## src/rtl/trace_player_pkg.sv

```systemverilog
// ----------------------------------------------------------------------------
// trace_player_pkg
// Shared definitions for the access trace player:
//   - state_t          : player FSM encoding
//   - DEF_*            : default address width, trace length, counter width
//   - idx_width()      : index width for an n-entry table (never below 1 bit)
// ----------------------------------------------------------------------------
package trace_player_pkg;

    typedef enum logic [2:0] {
        S_IDLE   = 3'd0,
        S_ISSUE  = 3'd1,
        S_WAIT   = 3'd2,
        S_SAMPLE = 3'd3,
        S_DONE   = 3'd4
    } state_t;

    localparam int DEF_ADDR_WIDTH   = 11;
    localparam int DEF_TRACE_LENGTH = 10;
    localparam int DEF_CNT_WIDTH    = 8;

    // A single-entry table still needs a 1-bit index to be a legal vector.
    function automatic int idx_width(input int n);
        return (n > 1) ? $clog2(n) : 1;
    endfunction

endpackage

```

## src/rtl/sat_counter.sv

```systemverilog
// ----------------------------------------------------------------------------
// sat_counter
// Statistics counter that sticks at its all-ones value instead of wrapping.
// Ports:
//   clk    in   clock, rising edge
//   rst_n  in   asynchronous active-low reset, value -> 0
//   clear  in   synchronous clear to 0 (wins over inc)
//   inc    in   add one (saturating)
//   value  out  CNT_WIDTH current count
// ----------------------------------------------------------------------------
module sat_counter
    import trace_player_pkg::*;
#(
    parameter int CNT_WIDTH = DEF_CNT_WIDTH
) (
    input  logic                 clk,
    input  logic                 rst_n,
    input  logic                 clear,
    input  logic                 inc,
    output logic [CNT_WIDTH-1:0] value
);

    function automatic logic [CNT_WIDTH-1:0] sat_inc(input logic [CNT_WIDTH-1:0] v);
        return (&v) ? v : v + 1'b1;
    endfunction

    always_ff @(posedge clk or negedge rst_n) begin
        if (!rst_n) begin
            value <= '0;
        end else if (clear) begin
            value <= '0;
        end else if (inc) begin
            value <= sat_inc(value);
        end
    end

endmodule

```

## src/rtl/access_trace_player.sv

```systemverilog
// ----------------------------------------------------------------------------
// access_trace_player
// Replays a stored list of addresses into three caches (direct, 2-way, 4-way)
// and counts hits per cache. Each entry is: one ISSUE cycle (read strobe),
// WAIT_CYCLES idle cycles, one SAMPLE cycle where hit flags are counted.
// A run ends with a one-cycle DONE; statistics hold until the next start.
//
// Ports:
//   clk, rst_n                  clock, asynchronous active-low reset
//   load_en/load_idx/load_addr  trace write port (accepted only when idle)
//   start                       run request (ignored while busy)
//   busy, done                  run in progress, one-cycle end-of-run pulse
//   cache_read, cache_addr      read strobe / address to all caches
//   hit_direct/2way/4way        hit flags from the caches
//   hits_direct/2way/4way       saturating hit counts
//   access_cnt                  saturating count of sampled accesses
//   loop_mode, stop             only with TRACE_PLAYER_LOOP_EN: wrap the
//                               trace endlessly; stop ends at next SAMPLE
//
// Optional feature macro: TRACE_PLAYER_LOOP_EN
// ----------------------------------------------------------------------------
module access_trace_player
    import trace_player_pkg::*;
#(
    parameter int ADDR_WIDTH   = DEF_ADDR_WIDTH,
    parameter int TRACE_LENGTH = DEF_TRACE_LENGTH,
    parameter int WAIT_CYCLES  = 1,
    parameter int CNT_WIDTH    = DEF_CNT_WIDTH
) (
    input  logic                                 clk,
    input  logic                                 rst_n,
`ifdef TRACE_PLAYER_LOOP_EN
    input  logic                                 loop_mode,
    input  logic                                 stop,
`endif
    input  logic                                 load_en,
    input  logic [idx_width(TRACE_LENGTH)-1:0]   load_idx,
    input  logic [ADDR_WIDTH-1:0]                load_addr,
    input  logic                                 start,
    output logic                                 busy,
    output logic                                 done,
    output logic                                 cache_read,
    output logic [ADDR_WIDTH-1:0]                cache_addr,
    input  logic                                 hit_direct,
    input  logic                                 hit_2way,
    input  logic                                 hit_4way,
    output logic [CNT_WIDTH-1:0]                 hits_direct,
    output logic [CNT_WIDTH-1:0]                 hits_2way,
    output logic [CNT_WIDTH-1:0]                 hits_4way,
    output logic [CNT_WIDTH-1:0]                 access_cnt
);

    localparam int IDX_W = idx_width(TRACE_LENGTH);
    localparam int WC_W  = idx_width(WAIT_CYCLES);

    localparam logic [IDX_W-1:0] LAST_IDX    = IDX_W'(TRACE_LENGTH - 1);
    localparam logic [WC_W-1:0]  WAIT_LAST   = WC_W'(WAIT_CYCLES - 1);
    localparam logic [IDX_W:0]   TRACE_LEN_X = (IDX_W + 1)'(TRACE_LENGTH);

    state_t                  state, state_nxt;
    logic [IDX_W-1:0]        idx, idx_nxt;
    logic [WC_W-1:0]         wait_cnt, wait_nxt;
    logic                    cnt_clear;
    logic                    sample_en;
    logic [ADDR_WIDTH-1:0]   trace_mem [TRACE_LENGTH];

`ifdef TRACE_PLAYER_LOOP_EN
    logic                    stop_q, stop_nxt;
    logic                    stop_req;
`endif

    // Trace storage: data only, deliberately not reset so a trace survives
    // an aborted run. Writes are accepted only while idle.
    always_ff @(posedge clk) begin
        if (load_en && (state == S_IDLE) && ({1'b0, load_idx} < TRACE_LEN_X)) begin
            trace_mem[load_idx] <= load_addr;
        end
    end

    always_ff @(posedge clk or negedge rst_n) begin
        if (!rst_n) begin
            state    <= S_IDLE;
            idx      <= '0;
            wait_cnt <= '0;
`ifdef TRACE_PLAYER_LOOP_EN
            stop_q   <= 1'b0;
`endif
        end else begin
            state    <= state_nxt;
            idx      <= idx_nxt;
            wait_cnt <= wait_nxt;
`ifdef TRACE_PLAYER_LOOP_EN
            stop_q   <= stop_nxt;
`endif
        end
    end

`ifdef TRACE_PLAYER_LOOP_EN
    // A stop seen in the SAMPLE cycle itself takes effect immediately.
    assign stop_req = stop_q | stop;
`endif

    always_comb begin
        state_nxt = state;
        idx_nxt   = idx;
        wait_nxt  = wait_cnt;
        cnt_clear = 1'b0;
`ifdef TRACE_PLAYER_LOOP_EN
        // Stop is remembered only while a run is active.
        stop_nxt  = (state != S_IDLE) && (state != S_DONE) && stop_req;
`endif
        case (state)
            S_IDLE: begin
                if (start) begin
                    state_nxt = S_ISSUE;
                    idx_nxt   = '0;
                    cnt_clear = 1'b1;
                end
            end
            S_ISSUE: begin
                state_nxt = S_WAIT;
                wait_nxt  = '0;
            end
            S_WAIT: begin
                if (wait_cnt == WAIT_LAST) begin
                    state_nxt = S_SAMPLE;
                end else begin
                    wait_nxt = wait_cnt + 1'b1;
                end
            end
            S_SAMPLE: begin
`ifdef TRACE_PLAYER_LOOP_EN
                if (stop_req) begin
                    state_nxt = S_DONE;
                end else if (idx != LAST_IDX) begin
                    state_nxt = S_ISSUE;
                    idx_nxt   = idx + 1'b1;
                end else if (loop_mode) begin
                    state_nxt = S_ISSUE;
                    idx_nxt   = '0;
                end else begin
                    state_nxt = S_DONE;
                end
`else
                if (idx != LAST_IDX) begin
                    state_nxt = S_ISSUE;
                    idx_nxt   = idx + 1'b1;
                end else begin
                    state_nxt = S_DONE;
                end
`endif
            end
            S_DONE: begin
                state_nxt = S_IDLE;
            end
            default: begin
                state_nxt = S_IDLE;
            end
        endcase
    end

    // Outputs decode straight from the state register so reset clears them
    // in the same cycle it is asserted.
    always_comb begin
        busy       = (state != S_IDLE);
        done       = (state == S_DONE);
        cache_read = (state == S_ISSUE);
        sample_en  = (state == S_SAMPLE);
        cache_addr = '0;
        if ((state == S_ISSUE) || (state == S_WAIT) || (state == S_SAMPLE)) begin
            cache_addr = trace_mem[idx];
        end
    end

    sat_counter #(.CNT_WIDTH(CNT_WIDTH)) u_cnt_direct (
        .clk   (clk),
        .rst_n (rst_n),
        .clear (cnt_clear),
        .inc   (sample_en & hit_direct),
        .value (hits_direct)
    );

    sat_counter #(.CNT_WIDTH(CNT_WIDTH)) u_cnt_2way (
        .clk   (clk),
        .rst_n (rst_n),
        .clear (cnt_clear),
        .inc   (sample_en & hit_2way),
        .value (hits_2way)
    );

    sat_counter #(.CNT_WIDTH(CNT_WIDTH)) u_cnt_4way (
        .clk   (clk),
        .rst_n (rst_n),
        .clear (cnt_clear),
        .inc   (sample_en & hit_4way),
        .value (hits_4way)
    );

    sat_counter #(.CNT_WIDTH(CNT_WIDTH)) u_cnt_access (
        .clk   (clk),
        .rst_n (rst_n),
        .clear (cnt_clear),
        .inc   (sample_en),
        .value (access_cnt)
    );

endmodule

```

## config.mk

```make
export PLATFORM = sky130hd
export DESIGN_NAME = access_trace_player
export DESIGN_NICKNAME = d
export VERILOG_FILES = /design/src/rtl/trace_player_pkg.sv /design/src/rtl/sat_counter.sv /design/src/rtl/access_trace_player.sv
export SDC_FILE = /design/constraint.sdc
export NUM_CORES = 1
export LEC_CHECK = 0
export BUFFER_PORTS_ARGS = -buffer_cell sky130_fd_sc_hd__buf_2
export CORE_AREA = 2 2 99 172
export CTS_CLUSTER_DIAMETER = 150
export DETAILED_ROUTE_END_ITERATION = 8
export DIE_AREA = 0 0 101 174
export GPL_TIMING_DRIVEN = 0
export MAX_ROUTING_LAYER = met4
export PLACE_DENSITY = 0.58
export REMOVE_ABC_BUFFERS = 1
export SLEW_MARGIN = 10
export SYNTH_ARGS = -nofsm -noshare
export SYNTH_HDL_FRONTEND = slang
export SYNTH_SLANG_ARGS = --single-unit
```

## constraint.sdc

```tcl
create_clock -name clk -period 3.9 [get_ports clk]
set_clock_uncertainty 0.2 [all_clocks]
set_input_delay 0.78 -clock clk [delete_from_list [all_inputs] [get_ports clk]]
set_output_delay 0.78 -clock clk [all_outputs]
set_load 0.05 [all_outputs]
```

Yosys cells after proc, flatten, opt, wreduce, memory -nomap -nowiden
Memories as Yosys holds them, arrays and structs flattened.
Cells that the tools add are included.

word-level totals
  memories kept = 1
  input bits = 22
  output and inout port bits = 46
  bits in writable memories = 110
  logic and storage cells = 78
  bits in registers = 40

memories
  name       words  width  read ports  clocked after memory_dff  write ports  line                       RTL
  trace_mem  10     11     1           0                         1            access_trace_player.sv:65  logic [ADDR_WIDTH-1:0] trace_mem [TRACE_LENGTH];

operators by class
  muxes and demuxes = 26
  add/sub/neg operators = 6
  bitwise gates (word level) = 3
  magnitude comparators = 1
  reduce and logical (&&, ||, !) cells = 22
  equal/unequal tests = 12

operator list
  kind                                           number
  2-to-1 mux 8 bit                               12
  adder 8 x 1 -> 8 bit, second input constant    4
  AND reduction 8 bit                            4
  != test 2 bit, second input constant           6
  case mux 3 bit (4 select lines)                1
  nonzero test 2 bit                             6
  2-to-1 mux 11 bit                              1
  AND reduction 2 bit                            5
  2-to-1 mux 3 bit                               3
  2-to-1 mux 4 bit                               2
  case mux 4 bit (2 select lines)                1
  == test 3 x 2 -> 1 bit, second input constant  2
  2-to-1 mux 1 bit                               5
  adder 4 x 1 -> 4 bit, second input constant    1
  < comparator 4 bit, second input constant      1
  != test 4 bit, second input constant           1
  AND 1 bit                                      3
  == test 3 x 1 -> 1 bit, second input constant  1
  == test 3 bit, second input constant           1
  logical NOT 3 bit                              1
  AND reduction 3 bit                            1
  nonzero test 3 bit                             1
  logical AND 1 bit                              2
  logical OR 1 bit                               2
  other kinds (3)                                3

Logic depth before layout (Yosys ltp)
  word-level depth = 5
  depth in mapped cells = 8
  mapped depth without buffers = 6

By module
A second synthesis with hierarchy kept.

unflattened totals
  cell total of the unflattened synthesis = 437
  area, all modules = 6663.9 µm²

modules (own cells, without submodules)
  module               times used  area an instance (µm²)  seq. area each (µm²)  cells an instance
  access_trace_player  1           4707.0                  3478.3                245
  sat_counter          4           489.2                   200.2                 48

Least setup slack after synthesis
OpenSTA, ideal clock, no wires.

  path type = flip-flop to output port
  start point = reg idx[0]
  end point = out cache_addr[0]
  required time = 2.920 ns
  cell stages (with the launch flop) = 6
  path slack = 0.597 ns
  arrival time = 2.323 ns
  path buffers = 2
  path through = dfrtp_1 buf_4 buf_6 mux4_2 o22ai_1 a211oi_1

on the way
  longest elaborated chain between the ends = 2

RTL lines
  item                    line                        RTL
  start, declared         access_trace_player.sv:61   logic [IDX_W-1:0] idx, idx_nxt;
  start signal, assigned  access_trace_player.sv:90   idx <= idx_nxt;
  memory (10 x 11 bit)    --
  2-to-1 mux 11 bit       access_trace_player.sv:170  if ((state == S_ISSUE) || (state == S_WAIT) || (state == S_SAMPLE)) begin
  end, declared           access_trace_player.sv:43   output logic [ADDR_WIDTH-1:0] cache_addr,

No other way between the ends.

Worst setup path after layout
  start point = reg idx[3]
  end point = out cache_addr[0]

Same word-level chain as after synthesis.

==> flow_metrics.py <==
metrics = {
    "detailed_routing": {
        "ant_nets": 0,
        "vias": 3854,
        "first_pass_iters": 4,
        "dr.first_iter.drc_count": 137,
        "vias_per_cell": 5.62,
        "avgRoutedWirePerCell_um": 20.0,
        "routed_wl_um": 13700,
        "drc": 0,
    },
    "floorplanning": {
        "die-width_um": 101,
        "die_h_um": 174,
        "die_area_um2": 17600,
        "core_um2": 16300,
        "io-pin-count": 68,
        "initial_utilization": 0.391,
        "rows": 62,
    },
    "sta": {
        "hold_viol": 0,
        "finalSetupViolations": 0,
        "max_freq_mhz": 266,
        "rsz0062_at_grt": "false",
        "fin_crit_ns": 3.77,
        "slew_headroom": 0.237,
        "period_share": 0.966,
        "worst_pin_slew_ns": 1.14,
        "drv_slew": 0,
    },
    "setup_path": {
        "cp_max_fo": 16,
        "startpoint_type": "flip-flop",
        "required_ns": 2.92,
        "reg2reg_to": "trace_mem[4][9]",
        "r2r_start": "state[0]",
        "crit_arrival_ns": 2.79,
        "cp-end-kind": "output port",
        "path_class": "flip-flop to output port",
        "r2r_slack_ns": 0.85,
        "reg2reg_depth": 4,
    },
    "clock_network": {
        "cts_setup_buffers": 0,
        "clk_pin_slew_worst_paths_ns": 0.07,
        "clock_latency_ns": 0.41,
        "cts-resized-gates": 1,
        "clockBufferDepth": 2,
        "cts_root_buffer": "clkbuf_16",
        "clock-sinks": 149,
        "cts_tree": "done",
        "holdBufCountCts": 0,
        "cts_inserted_buffers": 17,
        "htree_num_levels": 4,
    },
    "global_routing": {
        "grt_pass1_wl_um": 21300,
        "grt_usage": 0.167,
        "grt_remaining_overflow": 0,
        "use_met2": 0.289,
        "grt_pass1_vias": 3833,
        "met1_usage": 0.200,
        "grt.busiest_layer": "met2",
        "antenna_found_initial": 0,
        "met3_usage": 0.0281,
        "grt_max_degree": 40,
    },
    "yosys": {
        "syn_inst": 410,
        "async_reset_ff_frac": 0.262,
        "synth-main-ff-cell": "edfxtp_1",
        "syn_area_um2": 6370,
        "postSynthAreaPerCell_um2": 15.5,
        "yosys_warnings": 0,
        "ys_ff_latch": 149,
        "synthDistinctLibCells": 51,
        "synth_edf_count": 110,
        "ys_seq_area_frac": 0.672,
    },
    "placed_design": {
        "io_buffer_count": 67,
        "dp_cells": 654,
        "place.gp.congestion": 0.785,
        "dp_hpwl_um": 8810,
    },
    "power_and_ir_drop": {
        "leakagePower_uw": 0.00279,
        "peakVddDrop_v": 0.000373,
        "cellPowerDensity_nw_per_um2": 739,
    },
    "final_layout": {
        "final_core_util": 0.461,
        "layout.nets": 509,
        "area_growth_pct": 17.9,
        "final_cells": 686,
        "antennaDiodeCount": 0,
        "drive_gt1_frac": 0.300,
    },
    "run_status": {
        "status": "finished clean",
    },
    "job": {
        "max_cap_viol_count": 0,
    },
    "min_path": {
        "min_path_type": "primary input to asynchronous set/reset pin",
    },
}
## final cells by class
class	instances	area (um2)
flip-flops and latches	149	4280
repair buffers	71	389
inverters	4	15.0
fillers	1439	8770
multi-input cells	238	2010
well taps	192	240
clock buffers	18	429
clock inverters	14	155
## stage by stage
| stage | setup WS, ns | cell area (um2) | total power, uW | TNS (ns) | hold WS (ns) |
|---|---|---|---|---|---|
| 3_3_place_gp | -0.395 | 6840 | 3960 | -3.30 | 0.328 |
| 3_5_place_dp | 0.440 | 6930 | 4020 | 0 | 0.341 |
| 4_1_cts | 0.00362 | 7510 | 5630 | 0 | 0.324 |
| 6_report | 0.134 | 7520 | 5550 | 0 | 0.291 |
| 2_1_floorplan | -0.228 | 6260 | 3460 | -2.47 | 0.284 |
| 5_1_grt | 0.0265 | 7520 | 5830 | 0 | 0.350 |
## critical path, stage by stage, from the launching register on
cell and delay (ns):
dfrtp_1 0.85, nand2b_1 0.64, o22ai_1 0.19, a211oi_1 0.36, buf_2 0.34
## worst max path at each step
stage / endpoint / slack (ns) / from
finish: cache_addr[0] / 0.13 / idx[3]
detailed placement: cache_addr[0] / 0.44 / idx[1]
CTS: cache_addr[0] / 0.004 / idx[3]
floorplan: cache_addr[0] / -0.23 / idx[0]
global route: cache_addr[0] / 0.03 / idx[3]
global placement: cache_addr[0] / -0.39 / idx[0]
## metal layers
layer	wire (um)	part of all wire	vias up
met4	146	0.011	0
met1	5490	0.40	1957
met3	555	0.041	12
met2	7490	0.55	108
li1	-	-	1777
met5	0	0	-
## placed cells by master (no fill, tap or decap), drive strengths merged, types with 3 or more instances in the layout
cell,Yosys,layout
edfxtp,110,110
ha,6,6
nand3,21,21
dfrtp,39,39
a21oi,3,3
o21ai,12,12
and3,11,11
nor3,8,8
o22ai,11,11
a211oi,14,14
nor2b,3,3
nor2,29,29
mux2i,19,19
inv,4,13
clkinv,0,3
o31ai,5,5
xor2,4,4
nand2,21,21
clkbuf,6,18
mux4,22,22
nand4b,3,3
or4,3,3
nand3b,3,3
nand4,6,6
o211ai,6,6
buf,13,71
## logic make-up after synthesis
family                     share of synthesized area
AOI/OAI and AO/OA                             0.0758
xor gates and xnor gates                     0.00687
adders and majority gates                     0.0118
buffers and inverters                         0.0200
DFF                                            0.672
muxes                                          0.111
and+or+nand+nor                                0.103
## synthesized netlist by cell type (3+ instances only)
cell type / n / area share
buf_2: 6 / 0.0047
and3_1: 11 / 0.011
ha_1: 6 / 0.012
nand3b_1: 3 / 0.0035
nand3_1: 21 / 0.016
nand2_1: 21 / 0.012
xor2_1: 4 / 0.0055
edfxtp_1: 110 / 0.52
o31ai_1: 5 / 0.0059
a21oi_1: 3 / 0.0024
dfrtp_1: 39 / 0.15
inv_1: 4 / 0.0024
nand4_1: 6 / 0.0059
o211ai_1: 6 / 0.0071
or4_1: 3 / 0.0035
nor2b_1: 3 / 0.0029
mux2i_1: 19 / 0.030
clkbuf_1: 6 / 0.0035
buf_4: 5 / 0.0059
o21ai_0: 11 / 0.0086
a211oi_1: 14 / 0.016
nor2_1: 28 / 0.016
mux4_2: 22 / 0.078
nor3_1: 7 / 0.0055
o22ai_1: 11 / 0.011
## flip-flops by register name, indices dropped and copies added, names as in the netlist
name                flops
u_cnt_4way.value        8
state                   3
idx                     4
u_cnt_direct.value      8
u_cnt_access.value      8
trace_mem             110
u_cnt_2way.value        8
## power by group
| part | total [uW] | internal (uW) | switching [uW] |
|---|---|---|---|
| clock | 1610 | 911 | 701 |
| combinational | 1840 | 606 | 1240 |
| sequential | 2100 | 1810 | 285 |
No activity file was read; power rests on OpenSTA's default activity.
